===== src/rtl/alu_issue_stage_if.sv =====
// Bundle of the command, ALU-pin and result handshake signals of alu_issue_stage.
// The stage itself connects through `slave`; the surrounding logic uses `master`.
interface alu_issue_stage_if #(
    parameter int DEPTH = 4,
    parameter int LW    = $clog2(DEPTH + 1)
);
    logic          in_valid;
    logic          in_ready;
    logic [1:0]    in_op;
    logic [3:0]    in_a;
    logic [3:0]    in_b;

    logic [1:0]    alu_sel;
    logic [3:0]    alu_a;
    logic [3:0]    alu_b;
    logic [3:0]    alu_sum;
    logic          alu_carry;
    logic [2:0]    alu_cmp;
    logic [3:0]    alu_and;

    logic          out_valid;
    logic          out_ready;
    logic [1:0]    out_op;
    logic [4:0]    out_res;
    logic [2:0]    out_flags;
    logic [LW-1:0] level;

    modport slave (
        input  in_valid, in_op, in_a, in_b,
        input  alu_sum, alu_carry, alu_cmp, alu_and,
        input  out_ready,
        output in_ready,
        output alu_sel, alu_a, alu_b,
        output out_valid, out_op, out_res, out_flags, level
    );

    modport master (
        output in_valid, in_op, in_a, in_b,
        output alu_sum, alu_carry, alu_cmp, alu_and,
        output out_ready,
        input  in_ready,
        input  alu_sel, alu_a, alu_b,
        input  out_valid, out_op, out_res, out_flags, level
    );
endinterface


===== src/rtl/alu_issue_stage.sv =====
// Command FIFO, issue register and result register wrapped around an external
// combinational 4-bit ALU; results leave in command order over valid/ready.
module alu_issue_stage #(
    parameter int DEPTH = 4,
    parameter int LW    = $clog2(DEPTH + 1)
) (
    input logic              clk,
    input logic              rst,
    alu_issue_stage_if.slave bus
);
    localparam int PW = $clog2(DEPTH);

    typedef struct packed {
        logic [1:0] op;
        logic [3:0] a;
        logic [3:0] b;
    } cmd_t;

    cmd_t          mem_q [DEPTH];
    cmd_t          mem_d [DEPTH];
    logic [PW-1:0] wr_ptr_q, wr_ptr_d;
    logic [PW-1:0] rd_ptr_q, rd_ptr_d;
    logic [LW-1:0] level_q, level_d;

    logic          iv_q, iv_d;
    cmd_t          issue_q, issue_d;

    logic          rv_q, rv_d;
    logic [1:0]    res_op_q, res_op_d;
    logic [4:0]    res_q, res_d;
    logic [2:0]    flags_q, flags_d;

    logic          full;
    logic          push;
    logic          pop;
    logic          adv;
    cmd_t          in_cmd;
    logic [4:0]    alu_res;
    logic [2:0]    alu_flags;

    assign full   = (level_q == LW'(DEPTH));
    assign in_cmd = '{op: bus.in_op, a: bus.in_a, b: bus.in_b};
    assign push   = bus.in_valid && bus.in_ready;
    assign adv    = iv_q && (!rv_q || bus.out_ready);
    // Head is taken only when the issue slot is free or emptying this cycle.
    assign pop    = (level_q != '0) && (!iv_q || adv);

    assign bus.in_ready  = !full && !rst;
    assign bus.level     = level_q;
    assign bus.alu_sel   = iv_q ? issue_q.op : 2'b00;
    assign bus.alu_a     = iv_q ? issue_q.a  : 4'h0;
    assign bus.alu_b     = iv_q ? issue_q.b  : 4'h0;
    assign bus.out_valid = rv_q && !rst;
    assign bus.out_op    = res_op_q;
    assign bus.out_res   = res_q;
    assign bus.out_flags = flags_q;

    always_comb begin
        mem_d    = mem_q;
        wr_ptr_d = wr_ptr_q;
        rd_ptr_d = rd_ptr_q;
        level_d  = level_q;
        if (push) begin
            mem_d[wr_ptr_q] = in_cmd;
            wr_ptr_d        = wr_ptr_q + PW'(1);
        end
        if (pop) begin
            rd_ptr_d = rd_ptr_q + PW'(1);
        end
        case ({push, pop})
            2'b10:   level_d = level_q + LW'(1);
            2'b01:   level_d = level_q - LW'(1);
            default: level_d = level_q;
        endcase
    end

    always_comb begin
        iv_d    = iv_q;
        issue_d = issue_q;
        if (pop) begin
            iv_d    = 1'b1;
            issue_d = mem_q[rd_ptr_q];
        end else if (adv) begin
            iv_d = 1'b0;
        end
    end

    // Only the compare op carries flags; the other ops report zero flags.
    always_comb begin
        alu_res   = '0;
        alu_flags = '0;
        case (issue_q.op)
            2'b00, 2'b01: alu_res = {bus.alu_carry, bus.alu_sum};
            2'b10: begin
                alu_res   = {2'b00, bus.alu_cmp};
                alu_flags = bus.alu_cmp;
            end
            default:      alu_res = {1'b0, bus.alu_and};
        endcase
    end

    always_comb begin
        rv_d     = rv_q;
        res_op_d = res_op_q;
        res_d    = res_q;
        flags_d  = flags_q;
        if (adv) begin
            rv_d     = 1'b1;
            res_op_d = issue_q.op;
            res_d    = alu_res;
            flags_d  = alu_flags;
        end else if (rv_q && bus.out_ready) begin
            rv_d = 1'b0;
        end
    end

    always_ff @(posedge clk) begin
        mem_q <= mem_d;
        if (rst) begin
            wr_ptr_q <= '0;
            rd_ptr_q <= '0;
            level_q  <= '0;
            iv_q     <= 1'b0;
            issue_q  <= '0;
            rv_q     <= 1'b0;
            res_op_q <= '0;
            res_q    <= '0;
            flags_q  <= '0;
        end else begin
            wr_ptr_q <= wr_ptr_d;
            rd_ptr_q <= rd_ptr_d;
            level_q  <= level_d;
            iv_q     <= iv_d;
            issue_q  <= issue_d;
            rv_q     <= rv_d;
            res_op_q <= res_op_d;
            res_q    <= res_d;
            flags_q  <= flags_d;
        end
    end
endmodule


===== src/flat_wrapper.sv =====
// flat-port wrapper written by rule: the top's interface ports become plain ports
module alu_issue_stage_flat 
#(
    parameter int DEPTH = 4,
    parameter int LW    = $clog2(DEPTH + 1)
)
  (clk, rst, bus_in_valid, bus_in_op, bus_in_a, bus_in_b, bus_alu_sum, bus_alu_carry, bus_alu_cmp, bus_alu_and, bus_out_ready, bus_in_ready, bus_alu_sel, bus_alu_a, bus_alu_b, bus_out_valid, bus_out_op, bus_out_res, bus_out_flags, bus_level);
  alu_issue_stage_if #(.DEPTH(DEPTH), .LW(LW)) bus_i ();
  input logic clk;
  input logic rst;
  input wire logic [$bits(bus_i.in_valid)-1:0] bus_in_valid;
  input wire logic [$bits(bus_i.in_op)-1:0] bus_in_op;
  input wire logic [$bits(bus_i.in_a)-1:0] bus_in_a;
  input wire logic [$bits(bus_i.in_b)-1:0] bus_in_b;
  input wire logic [$bits(bus_i.alu_sum)-1:0] bus_alu_sum;
  input wire logic [$bits(bus_i.alu_carry)-1:0] bus_alu_carry;
  input wire logic [$bits(bus_i.alu_cmp)-1:0] bus_alu_cmp;
  input wire logic [$bits(bus_i.alu_and)-1:0] bus_alu_and;
  input wire logic [$bits(bus_i.out_ready)-1:0] bus_out_ready;
  output wire logic [$bits(bus_i.in_ready)-1:0] bus_in_ready;
  output wire logic [$bits(bus_i.alu_sel)-1:0] bus_alu_sel;
  output wire logic [$bits(bus_i.alu_a)-1:0] bus_alu_a;
  output wire logic [$bits(bus_i.alu_b)-1:0] bus_alu_b;
  output wire logic [$bits(bus_i.out_valid)-1:0] bus_out_valid;
  output wire logic [$bits(bus_i.out_op)-1:0] bus_out_op;
  output wire logic [$bits(bus_i.out_res)-1:0] bus_out_res;
  output wire logic [$bits(bus_i.out_flags)-1:0] bus_out_flags;
  output wire logic [$bits(bus_i.level)-1:0] bus_level;
  assign bus_i.in_valid = bus_in_valid;
  assign bus_i.in_op = bus_in_op;
  assign bus_i.in_a = bus_in_a;
  assign bus_i.in_b = bus_in_b;
  assign bus_i.alu_sum = bus_alu_sum;
  assign bus_i.alu_carry = bus_alu_carry;
  assign bus_i.alu_cmp = bus_alu_cmp;
  assign bus_i.alu_and = bus_alu_and;
  assign bus_i.out_ready = bus_out_ready;
  assign bus_in_ready = bus_i.in_ready;
  assign bus_alu_sel = bus_i.alu_sel;
  assign bus_alu_a = bus_i.alu_a;
  assign bus_alu_b = bus_i.alu_b;
  assign bus_out_valid = bus_i.out_valid;
  assign bus_out_op = bus_i.out_op;
  assign bus_out_res = bus_i.out_res;
  assign bus_out_flags = bus_i.out_flags;
  assign bus_level = bus_i.level;
  alu_issue_stage #(.DEPTH(DEPTH), .LW(LW)) u_core (.clk(clk), .rst(rst), .bus(bus_i));
endmodule

===== config.mk =====
export PLATFORM = sky130hd
export DESIGN_NAME = alu_issue_stage_flat
export DESIGN_NICKNAME = d
export VERILOG_FILES = /design/src/rtl/alu_issue_stage_if.sv /design/src/rtl/alu_issue_stage.sv /design/src/flat_wrapper.sv
export SDC_FILE = /design/constraint.sdc
export NUM_CORES = 1
export LEC_CHECK = 0
export ABC_CLOCK_PERIOD_IN_PS = 3000
export BUFFER_PORTS_ARGS = -buffer_cell sky130_fd_sc_hd__buf_2
export CAP_MARGIN = 25
export CORE_ASPECT_RATIO = 0.8
export CORE_MARGIN = 4
export CORE_UTILIZATION = 41
export CTS_CLUSTER_SIZE = 16
export DETAILED_ROUTE_END_ITERATION = 12
export GPL_TIMING_DRIVEN = 1
export RECOVER_POWER = 50
export SYNTH_ARGS = -nofsm -noshare
export SYNTH_HDL_FRONTEND = slang
export SYNTH_SLANG_ARGS = --single-unit

===== constraint.sdc =====
create_clock -name clk -period 3 [get_ports clk]
set_input_delay 0.3 -clock clk [delete_from_list [all_inputs] [get_ports clk]]
set_output_delay 0.3 -clock clk [all_outputs]
set_load 0.1 [all_outputs]

==> results of run 1 <==
## state kept, by name (all words and copies together), names as in the netlist
register / count
u_core.mem_q: 40
u_core.issue_q: 10
u_core.bus.out_res: 5
u_core.bus.level: 3
u_core.bus.out_flags: 3
u_core.bus.out_op: 2
u_core.rd_ptr_q: 2
u_core.wr_ptr_q: 2
u_core.iv_q: 1
u_core.rv_q: 1
## Yosys cell counts, drive strengths merged
master  instances  area (um2)
ha              5        62.6
mux4           10         240
buf            13        86.3
mux2i           5        50.1
nand2b          2        12.5
a31o            1        8.76
or3             3        18.8
xnor2           1        8.76
edfxtp         40        1200
clkbuf          4        15.0
nand4           3        18.8
and2           14        87.6
nand3b          1        7.51
a21oi          24         120
mux2            1        11.3
xor2            1        8.76
dfxtp          29         581
and3b           1        8.76
a311oi          2        17.5
o21ai          21         105
nor3            1        10.0
a2111o          3        33.8
fa              1        20.0
inv             5        18.8
nor2b           4        25.0
nor2            9        33.8
a31oi           1        6.26
nand4b          1        8.76
nor3b           2        20.0
nand3          12        60.1
## worst paths after layout
kind | start | slack (ns) | to | cells past startpoint
worst max-delay path | u_core.iv_q | 0.66 | u_core.bus.level[2] | 8
worst max register to register | u_core.iv_q | 0.66 | u_core.bus.level[2] | 8
worst min register to register | u_core.issue_q[0] | 0.47 | u_core.issue_q[0] | 2
worst min-delay path | bus_in_b[3] | 0.22 | u_core.mem_q[13] | 1
## cell type report
| type | count | share of cell area, % |
|---|---|---|
| sequential | 69 | 53.1 |
| multi-input combinational | 129 | 29.9 |
| timing repair buffer | 53 | 7.34 |
| clock buffer | 9 | 3.69 |
| tap | 87 | 3.24 |
| clock inverter | 7 | 2.16 |
| inverter | 5 | 0.559 |
## power by group
group	switching (mW)	internal, mW	total [mW]
combinational	0.855	0.369	1.22
sequential	0.156	1.16	1.31
clock	0.356	0.386	0.743
## per-layer routing
| metal | vias to the layer above | global-route usage (%) |
|---|---|---|
| met5 | - | 0 |
| met4 | 0 | 3.93 |
| met3 | 4 | 5.54 |
| met2 | 53 | 19.9 |
| met1 | 879 | 19.0 |
| li1 | 913 | - |
## layout by cell type (no fill, tap or decap), types with 4 or more instances in the layout
cell,instances
mux4_1,4
buf_2,29
dfxtp_1,29
clkbuf_1,21
mux2i_1,5
inv_1,5
nand3_1,12
mux4_2,6
ha_1,5
edfxtp_1,40
nor2b_1,4
o21ai_0,21
a21oi_1,24
nor2_1,9
clkbuf_8,9
and2_1,14
## stage by stage
step | cell area [um2] | power (mW) | hold slack, ns | utilization (%)
floorplan | 2910 | 2.37 | 0.399 | -
global placement | 3190 | 2.55 | 0.460 | 46.2
detailed placement | 3190 | 2.58 | 0.465 | 46.2
CTS | 3380 | 3.32 | 0.158 | 49.1
global route | 3360 | 3.48 | 0.232 | 48.7
finish | 3360 | 3.28 | 0.223 | 48.7
## logic make-up (layout without fill, tap and decap cells)
family	after synthesis	in the layout	synth area share [%]
multiplexers	16	16	10.4
buffers and inverters	22	74	4.13
XOR/XNOR	2	2	0.603
AO/OA/AOI/OAI	52	52	10.0
flip-flops	69	69	61.3
AND/OR/NAND/NOR	53	53	10.7
adder cells (fa/ha/maj)	6	6	2.84
==> out/results.ini, run 1 <==
[timing]
hold_viol = 0
tns_ns = 0
slew_headroom_pct = 19.5
finalMaxSlewViolations = 0
setup_violations = 0
fmax_mhz = 428
fin_crit_ns = 2.34
setup_ws_ns = 0.665
post-route-period-util_pct = 77.8
tightest_slew_ns = 1.21
skew_ns = 0.00839
rsz0062_at_grt = no

[clocking]
cts_tree = yes
postCtsSetupBuffers = 0
clk_path_buf_depth = 2
clock_sinks = 69
cts_resized = 0
hold_buffers = 0
numCtsBuffers = 9
clk_pin_slew_ns = 0.08
htree_levels = 3
cts_root_buf = clkbuf_8
insertion_delay_ns = 0.34

[grt]
grt_pass1_vias = 1806
grt_pass1_wl_um = 8950
track_usage_pct = 13.7
antenna_found_initial = 0
grt_max_degree = 33
overflow = 0

[finish]
fillers = 667
multi_input_area_um2 = 1000
drive_gt1_share_pct = 21.0
final_cells = 359
syn_to_final_growth_pct = 15.5
nets = 299
seqCellArea_um2 = 1780
diodes = 0

[synth]
syn-cell-area_um2 = 2910
synthesis.nets = 252
ys_seq_elements = 69
ys_seq_area_share_pct = 61.3
synth.avg_cell_area_um2 = 13.2
synth_cells = 220
synthDistinctLibCells = 36
yosys_warnings = 0

[setup_path]
crit_required_ns = 3.27
crit_family = simple AND/OR/NAND/NOR gates
cp-start-kind = register
cp.arrival_ns = 2.60
path_max_fanout = 21
cp_num_buf_inv = 1
path_class = register to register
crit_path_top_delay_cell = and3b_1
slowest_delay_ns = 0.43
path_cells = buf_4, and3b_1, nor2_1, ha_1, fa_1, xnor2_1, or3_1, a21oi_1
end_kind = register

[die]
initial_core_util_pct = 42.2
die_y_um = 83.3
die_area_um2 = 8510
io_pins = 51
die_w_um = 102
core.rowCount = 27
coreArea_um2 = 6890

[power]
ir_drop_v = 0.000274
powerDensity_nw_per_um2 = 976
leakage_nw = 1.20

[status]
run_status = completed

[drt]
totalWireLength_um = 5560
top_layer = met4
wire_per_inst_um = 15.5
drt-initial-drc-count = 57
drt_first_pass_iters = 4
ant_nets = 0
route.met2.wl_um = 2380
via_per_inst = 5.15
drc = 0
route.met3.wl_um = 426
wl_met1_um = 2720
num_vias = 1849

[placement]
place_ws_ns = 0.685
place.detailed.hpwl_um = 3670
place_inst = 343
globalplace.congestion = 0.754
port_buffers = 50

[min_path]
hp-class = primary input to register

[job]
max_cap_violations = 0

(Power assumes the default switching activity.)
==> run 2: changes to the inputs <==
--- a/config.mk
+++ b/config.mk
@@ -5,7 +5,7 @@
 export SDC_FILE = /design/constraint.sdc
 export NUM_CORES = 1
 export LEC_CHECK = 0
-export ABC_CLOCK_PERIOD_IN_PS = 3000
+export ABC_CLOCK_PERIOD_IN_PS = 2300
 export BUFFER_PORTS_ARGS = -buffer_cell sky130_fd_sc_hd__buf_2
 export CAP_MARGIN = 25
 export CORE_ASPECT_RATIO = 0.8
==> constraint.sdc (replaced) <==
create_clock -name clk -period 2.3 [get_ports clk]
set_input_delay 0.23 -clock clk [delete_from_list [all_inputs] [get_ports clk]]
set_output_delay 0.23 -clock clk [all_outputs]
set_load 0.1 [all_outputs]
==> out/results.ini, run 2 (synthesis gave the netlist of run 1 again) <==
[drt]
drc = 0  ; unchanged
drt-initial-drc-count = 56  ; -1.8%
wire_per_inst_um = 15.2  ; -2.1%
drt_first_pass_iters = 4  ; unchanged
via_per_inst = 5.14  ; -0.13%
ant_nets = 0  ; unchanged
num_vias = 1862  ; +0.70%
totalWireLength_um = 5490  ; -1.3%

[power]
ir_drop_v = 0.000451  ; +64%
leakage_nw = 1.19  ; -0.71%
powerDensity_nw_per_um2 = 1250  ; +28%

[timing]
hold_viol = 0  ; unchanged
tns_ns = 0  ; unchanged
post-route-period-util_pct = 88.7  ; +11 points
rsz0062_at_grt = no
skew_ns = 0.0115  ; +0.00312 ns
finalMaxSlewViolations = 0  ; unchanged
fin_crit_ns = 2.04  ; -0.295 ns
setup_ws_ns = 0.260  ; -0.405 ns
tightest_slew_ns = 1.18  ; -0.0285 ns
setup_violations = 0  ; unchanged
slew_headroom_pct = 21.4  ; +1.9 points
fmax_mhz = 490  ; +14%

[job]
max_cap_violations = 0  ; unchanged

[placement]
place.detailed.hpwl_um = 3700  ; +0.77%
globalplace.congestion = 0.732  ; -3.0%
place_inst = 346  ; +0.87%
placed_cell_area_um2 = 3230  ; +1.2%
port_buffers = 50  ; unchanged
place_ws_ns = 0.260  ; -0.425 ns

[setup_path]
path_cells = clkbuf_1, mux4_1, nand3_1, a21oi_1
cp_num_buf_inv = 1  ; unchanged
path_max_fanout = 14  ; -33%
reg2reg_from = u_core.rd_ptr_q[0]
path_class = register to register
crit_path_top_delay_cell = clkbuf_1
reg2reg_to = u_core.issue_q[3]
slowest_delay_ns = 0.71  ; +0.28 ns
cp-start-kind = register
r2r.worst_path.cells = 4  ; -4
crit_required_ns = 2.52  ; -0.75 ns
r2r_slack_ns = 0.26  ; -0.41 ns
crit_family = buffers and inverters
cp.arrival_ns = 2.26  ; -0.34 ns
end_kind = register

[grt]
grt_pass1_vias = 1754  ; -2.9%
overflow = 0  ; unchanged
grt_pass1_wl_um = 8900  ; -0.54%
track_usage_pct = 13.7  ; -0.049 points
busiest_layer = met2
antenna_found_initial = 0  ; unchanged
grt_use_met1_pct = 18.8  ; -0.24 points
grt_util_met3_pct = 5.46  ; -0.084 points
grt_max_degree = 33  ; unchanged
met2_usage_pct = 19.4  ; -0.47 points

[finish]
final_common_cell = edfxtp_1
design_area_um2 = 3370  ; +0.30%
regMostFlops = u_core.mem_q
fillers = 644  ; -3.4%
nets = 302  ; +1.0%
most-common-layout-cells = 40 x edfxtp_1, 27 x buf_2, 26 x clkbuf_1, 26 x dfxtp_1, 24 x a21oi_1
largest_reg_flops = 40  ; unchanged
diodes = 0  ; unchanged
final_cells = 362  ; +0.84%
drive_gt1_share_pct = 21.8  ; +0.86 points
syn_to_final_growth_pct = 15.8

[clocking]
numCtsBuffers = 9  ; unchanged
hold_buffers = 0  ; unchanged
insertion_delay_ns = 0.35  ; about the same
clk_pin_slew_ns = 0.08  ; about the same
cts_resized = 0  ; unchanged
clock_sinks = 69  ; unchanged
clk_path_buf_depth = 2  ; unchanged
postCtsSetupBuffers = 0  ; unchanged
cts_root_buf = clkbuf_8
htree_levels = 3  ; unchanged
cts_tree = yes

[min_path]
hold_start = bus_in_a[0]
whs_path_depth = 1  ; unchanged
worstHoldEndpoint = u_core.mem_q[14]
hp-class = primary input to register

[die]
io_pins = 51  ; unchanged
die_y_um = 83.3  ; unchanged
initial_core_util_pct = 42.2  ; unchanged
die_area_um2 = 8510  ; unchanged
core.rowCount = 27  ; unchanged
die_w_um = 102  ; unchanged
coreArea_um2 = 6890  ; unchanged

[status]
run_status = completed

==> run 2: worst max path at each step <==
| stage | from | end | slack, ns | cells after the start |
|---|---|---|---|---|
| 2_1_floorplan | u_core.bus.level[0] | u_core.bus.level[2] | 0.001 | 8 |
| 3_3_place_gp | u_core.bus.level[2] | u_core.bus.level[2] | 0.30 | 8 |
| 3_5_place_dp | u_core.bus.level[2] | u_core.bus.level[2] | 0.26 | 8 |
| 4_1_cts | u_core.bus.level[2] | u_core.bus.level[2] | 0.25 | 8 |
| 5_1_grt | u_core.rd_ptr_q[0] | u_core.issue_q[6] | 0.09 | 4 |
| 6_report | u_core.rd_ptr_q[0] | u_core.issue_q[3] | 0.26 | 4 |
==> run 2: worst reg2reg max path: cells and delay by family, from the launching register on <==
family          cells  cell delay [ns]
buf+inv             1             0.71
simple gates        1             0.13
flops               1             0.31
compound gates      1             0.08
mux                 1             0.69
==> run 2: cell type report <==
| class | instances | area [um2] | share of cell area (%) |
|---|---|---|---|
| clock buffer | 9 | 124 | 3.68 |
| clock inverter | 7 | 57.6 | 1.71 |
| inverter | 5 | 18.8 | 0.557 |
| multi-input combinational | 129 | 1010 | 30.0 |
| sequential | 69 | 1790 | 53.3 |
| tap | 87 | 109 | 3.23 |
| timing repair buffer | 56 | 255 | 7.58 |
==> run 2: power by group <==
part | switching, mW | internal [mW] | leakage (nW) | total, mW
registers | 0.162 | 1.52 | 0.603 | 1.68
clock network | 0.489 | 0.405 | 0.0881 | 0.894
logic | 1.16 | 0.487 | 0.500 | 1.64
==> run 2: per-layer routing <==
layer / wire length [um] / vias to the layer above
met4: 67 / 0
met3: 426 / 7
met1: 2600 / 870
met2: 2400 / 64
li1: - / 921
met5: 0 / -
==> run 2: metrics by stage <==
step                power [mW]  hold slack (ns)  util (%)
global route              4.49            0.150      48.9
detailed placement        3.40            0.449      46.8
CTS                       4.31           0.0708      49.4
floorplan                 3.11            0.329         -
finish                    4.22            0.133      48.9
global placement          3.37            0.446      46.8
==> run 3: changes to the inputs <==
--- a/config.mk
+++ b/config.mk
@@ -7,9 +7,8 @@
 export LEC_CHECK = 0
 export ABC_CLOCK_PERIOD_IN_PS = 2300
 export BUFFER_PORTS_ARGS = -buffer_cell sky130_fd_sc_hd__buf_2
-export CAP_MARGIN = 25
+export CAP_MARGIN = 20
 export CORE_ASPECT_RATIO = 0.8
-export CORE_MARGIN = 4
 export CORE_UTILIZATION = 41
 export CTS_CLUSTER_SIZE = 16
 export DETAILED_ROUTE_END_ITERATION = 12
==> out/results.ini, run 3 (synthesis gave the netlist of run 1 again) <==
[status]
run_status = completed

[timing]
slew_headroom_pct = 22.1  ; +0.73 points
tightest_slew_ns = 1.17  ; -0.0110 ns
fin_crit_ns = 2.08  ; +0.0384 ns
tns_ns = 0  ; unchanged
rsz0062_at_grt = no
fmax_mhz = 481  ; -1.8%
skew_ns = 0.00721  ; -0.00430 ns
finalMaxSlewViolations = 0  ; unchanged
setup_violations = 0  ; unchanged
post-route-period-util_pct = 90.4  ; +1.7 points
hold_viol = 0  ; unchanged

[drt]
drc = 0  ; unchanged
drt_first_pass_iters = 4  ; unchanged
wire_per_inst_um = 15.0  ; -1.2%
num_vias = 1846  ; -0.86%
ant_nets = 0  ; unchanged
totalWireLength_um = 5420  ; -1.2%
drt-initial-drc-count = 75  ; +34%
via_per_inst = 5.10  ; -0.86%

[clocking]
htree_levels = 3  ; unchanged
cts_tree = yes
numCtsBuffers = 9  ; unchanged
cts_resized = 0  ; unchanged
clk_pin_slew_ns = 0.08  ; about the same
postCtsSetupBuffers = 0  ; unchanged
clock_sinks = 69  ; unchanged
hold_buffers = 0  ; unchanged
clk_path_buf_depth = 2  ; unchanged
cts_root_buf = clkbuf_8
insertion_delay_ns = 0.35  ; about the same

[min_path]
hp-class = primary input to register
whs_path_depth = 1  ; unchanged
hold_start = bus_in_a[0]
worstHoldEndpoint = u_core.mem_q[14]

[placement]
place.detailed.hpwl_um = 3560  ; -3.7%
placed_cell_area_um2 = 3230  ; unchanged
globalplace.congestion = 0.705  ; -3.7%
port_buffers = 50  ; unchanged

[setup_path]
path_cells = nor3b_2, nor3b_2, inv_1, ha_1, fa_1, xnor2_1, or3_1, a21oi_1
path_class = register to register
cp.arrival_ns = 2.36  ; +0.10 ns
crit_required_ns = 2.58  ; +0.06 ns
cpMostUsedCell = nor3b_2
reg2reg_to = u_core.bus.level[2]
cp_num_buf_inv = 1  ; unchanged
crit_path_top_delay_cell = fa_1
slowest_delay_ns = 0.40  ; -0.31 ns
cp-start-kind = register
r2r_slack_ns = 0.22  ; -0.04 ns
reg2reg_from = u_core.bus.level[2]
r2r.worst_path.cells = 8  ; +4
path_max_fanout = 6  ; -8
crit_family = simple AND/OR/NAND/NOR gates
end_kind = register

[grt]
track_usage_pct = 15.6  ; +2.0 points
grt_max_degree = 33  ; unchanged
overflow = 0  ; unchanged
grt_pass1_wl_um = 8420  ; -5.4%
antenna_found_initial = 0  ; unchanged
grt_pass1_vias = 1694  ; -3.4%

[die]
initial_core_util_pct = 42.4  ; +0.21 points
io_pins = 51  ; unchanged
die_w_um = 96.1  ; -5.9%
die_area_um2 = 7430  ; -13%
coreArea_um2 = 6860  ; -0.49%
core.rowCount = 27  ; unchanged
die_y_um = 77.3  ; -7.2%

[finish]
diodes = 0  ; unchanged
drive_gt1_share_pct = 21.5  ; -0.36 points
nets = 302  ; unchanged
most-common-layout-cells = 40 x edfxtp_1, 27 x clkbuf_1, 27 x buf_2
syn_to_final_growth_pct = 16.4
design_area_um2 = 3380  ; +0.52%
largest_reg_flops = 40  ; unchanged
regMostFlops = u_core.mem_q
fillers = 643  ; -0.16%
final_common_cell = edfxtp_1

[power]
powerDensity_nw_per_um2 = 1270  ; +1.7%
ir_drop_v = 0.000433  ; -4.0%
leakage_nw = 1.20  ; +0.45%

[job]
max_cap_violations = 0  ; unchanged

## run 3: routing by layer
layer  vias to the layer above  part of all wire [%]  track usage [%]  routed length (um)
met5                         -                     0                0                   0
met4                         0                  0.76             6.72                  41
met3                         7                   6.3             5.85                 344
met2                        54                    43             22.4                2360
met1                       858                    49             21.1                2680
li1                        927                     -                -                   -
## run 3: cell type report
class | count | area, um2 | share of cell area, %
clock buffers | 10 | 128 | 3.77
clock inverters | 6 | 71.3 | 2.11
inverters | 5 | 18.8 | 0.555
multi-input cells | 129 | 1010 | 29.8
flip-flops and latches | 69 | 1790 | 53.0
well taps | 87 | 109 | 3.22
repair buffers | 56 | 255 | 7.54
## run 3: report_power, final
part / total (mW) / leakage, nW / internal [mW] / switching, mW
Clock: 0.985 / 0.0935 / 0.510 / 0.475
Combinational: 1.65 / 0.500 / 0.487 / 1.16
Sequential: 1.68 / 0.603 / 1.52 / 0.161
## run 3: worst max path at each step
stage	start	to	slack (ns)	depth (start not counted)
2_1_floorplan	u_core.bus.level[0]	u_core.bus.level[2]	0.001	8
4_1_cts	u_core.bus.level[2]	u_core.bus.level[2]	0.21	8
3_3_place_gp	u_core.bus.level[2]	u_core.bus.level[2]	0.30	8
6_report	u_core.bus.level[2]	u_core.bus.level[2]	0.22	8
3_5_place_dp	u_core.bus.level[2]	u_core.bus.level[2]	0.23	8
5_1_grt	u_core.bus.level[2]	u_core.bus.level[2]	0.08	8
## run 3: metrics by stage
step | instances | total power, mW | utilization (%) | hold slack (ns) | worst slack (ns)
after global routing | 362 | 4.57 | 49.4 | 0.124 | 0.0847
final | 362 | 4.31 | 49.4 | 0.131 | 0.221
after global placement | 346 | 3.37 | 47.0 | 0.446 | 0.299
after CTS | 362 | 4.38 | 49.9 | 0.0754 | 0.210
after floorplan | 220 | 3.11 | - | 0.329 | 0.00143
after detailed placement | 346 | 3.40 | 47.0 | 0.448 | 0.234
## run 3: worst register-to-register path: stages, from the launching register on
cell,delay [ns]
dfxtp_4,0.36
nor3b_2,0.17
nor3b_2,0.20
inv_1,0.06
ha_1,0.23
fa_1,0.40
xnor2_1,0.14
or3_1,0.30
a21oi_1,0.14
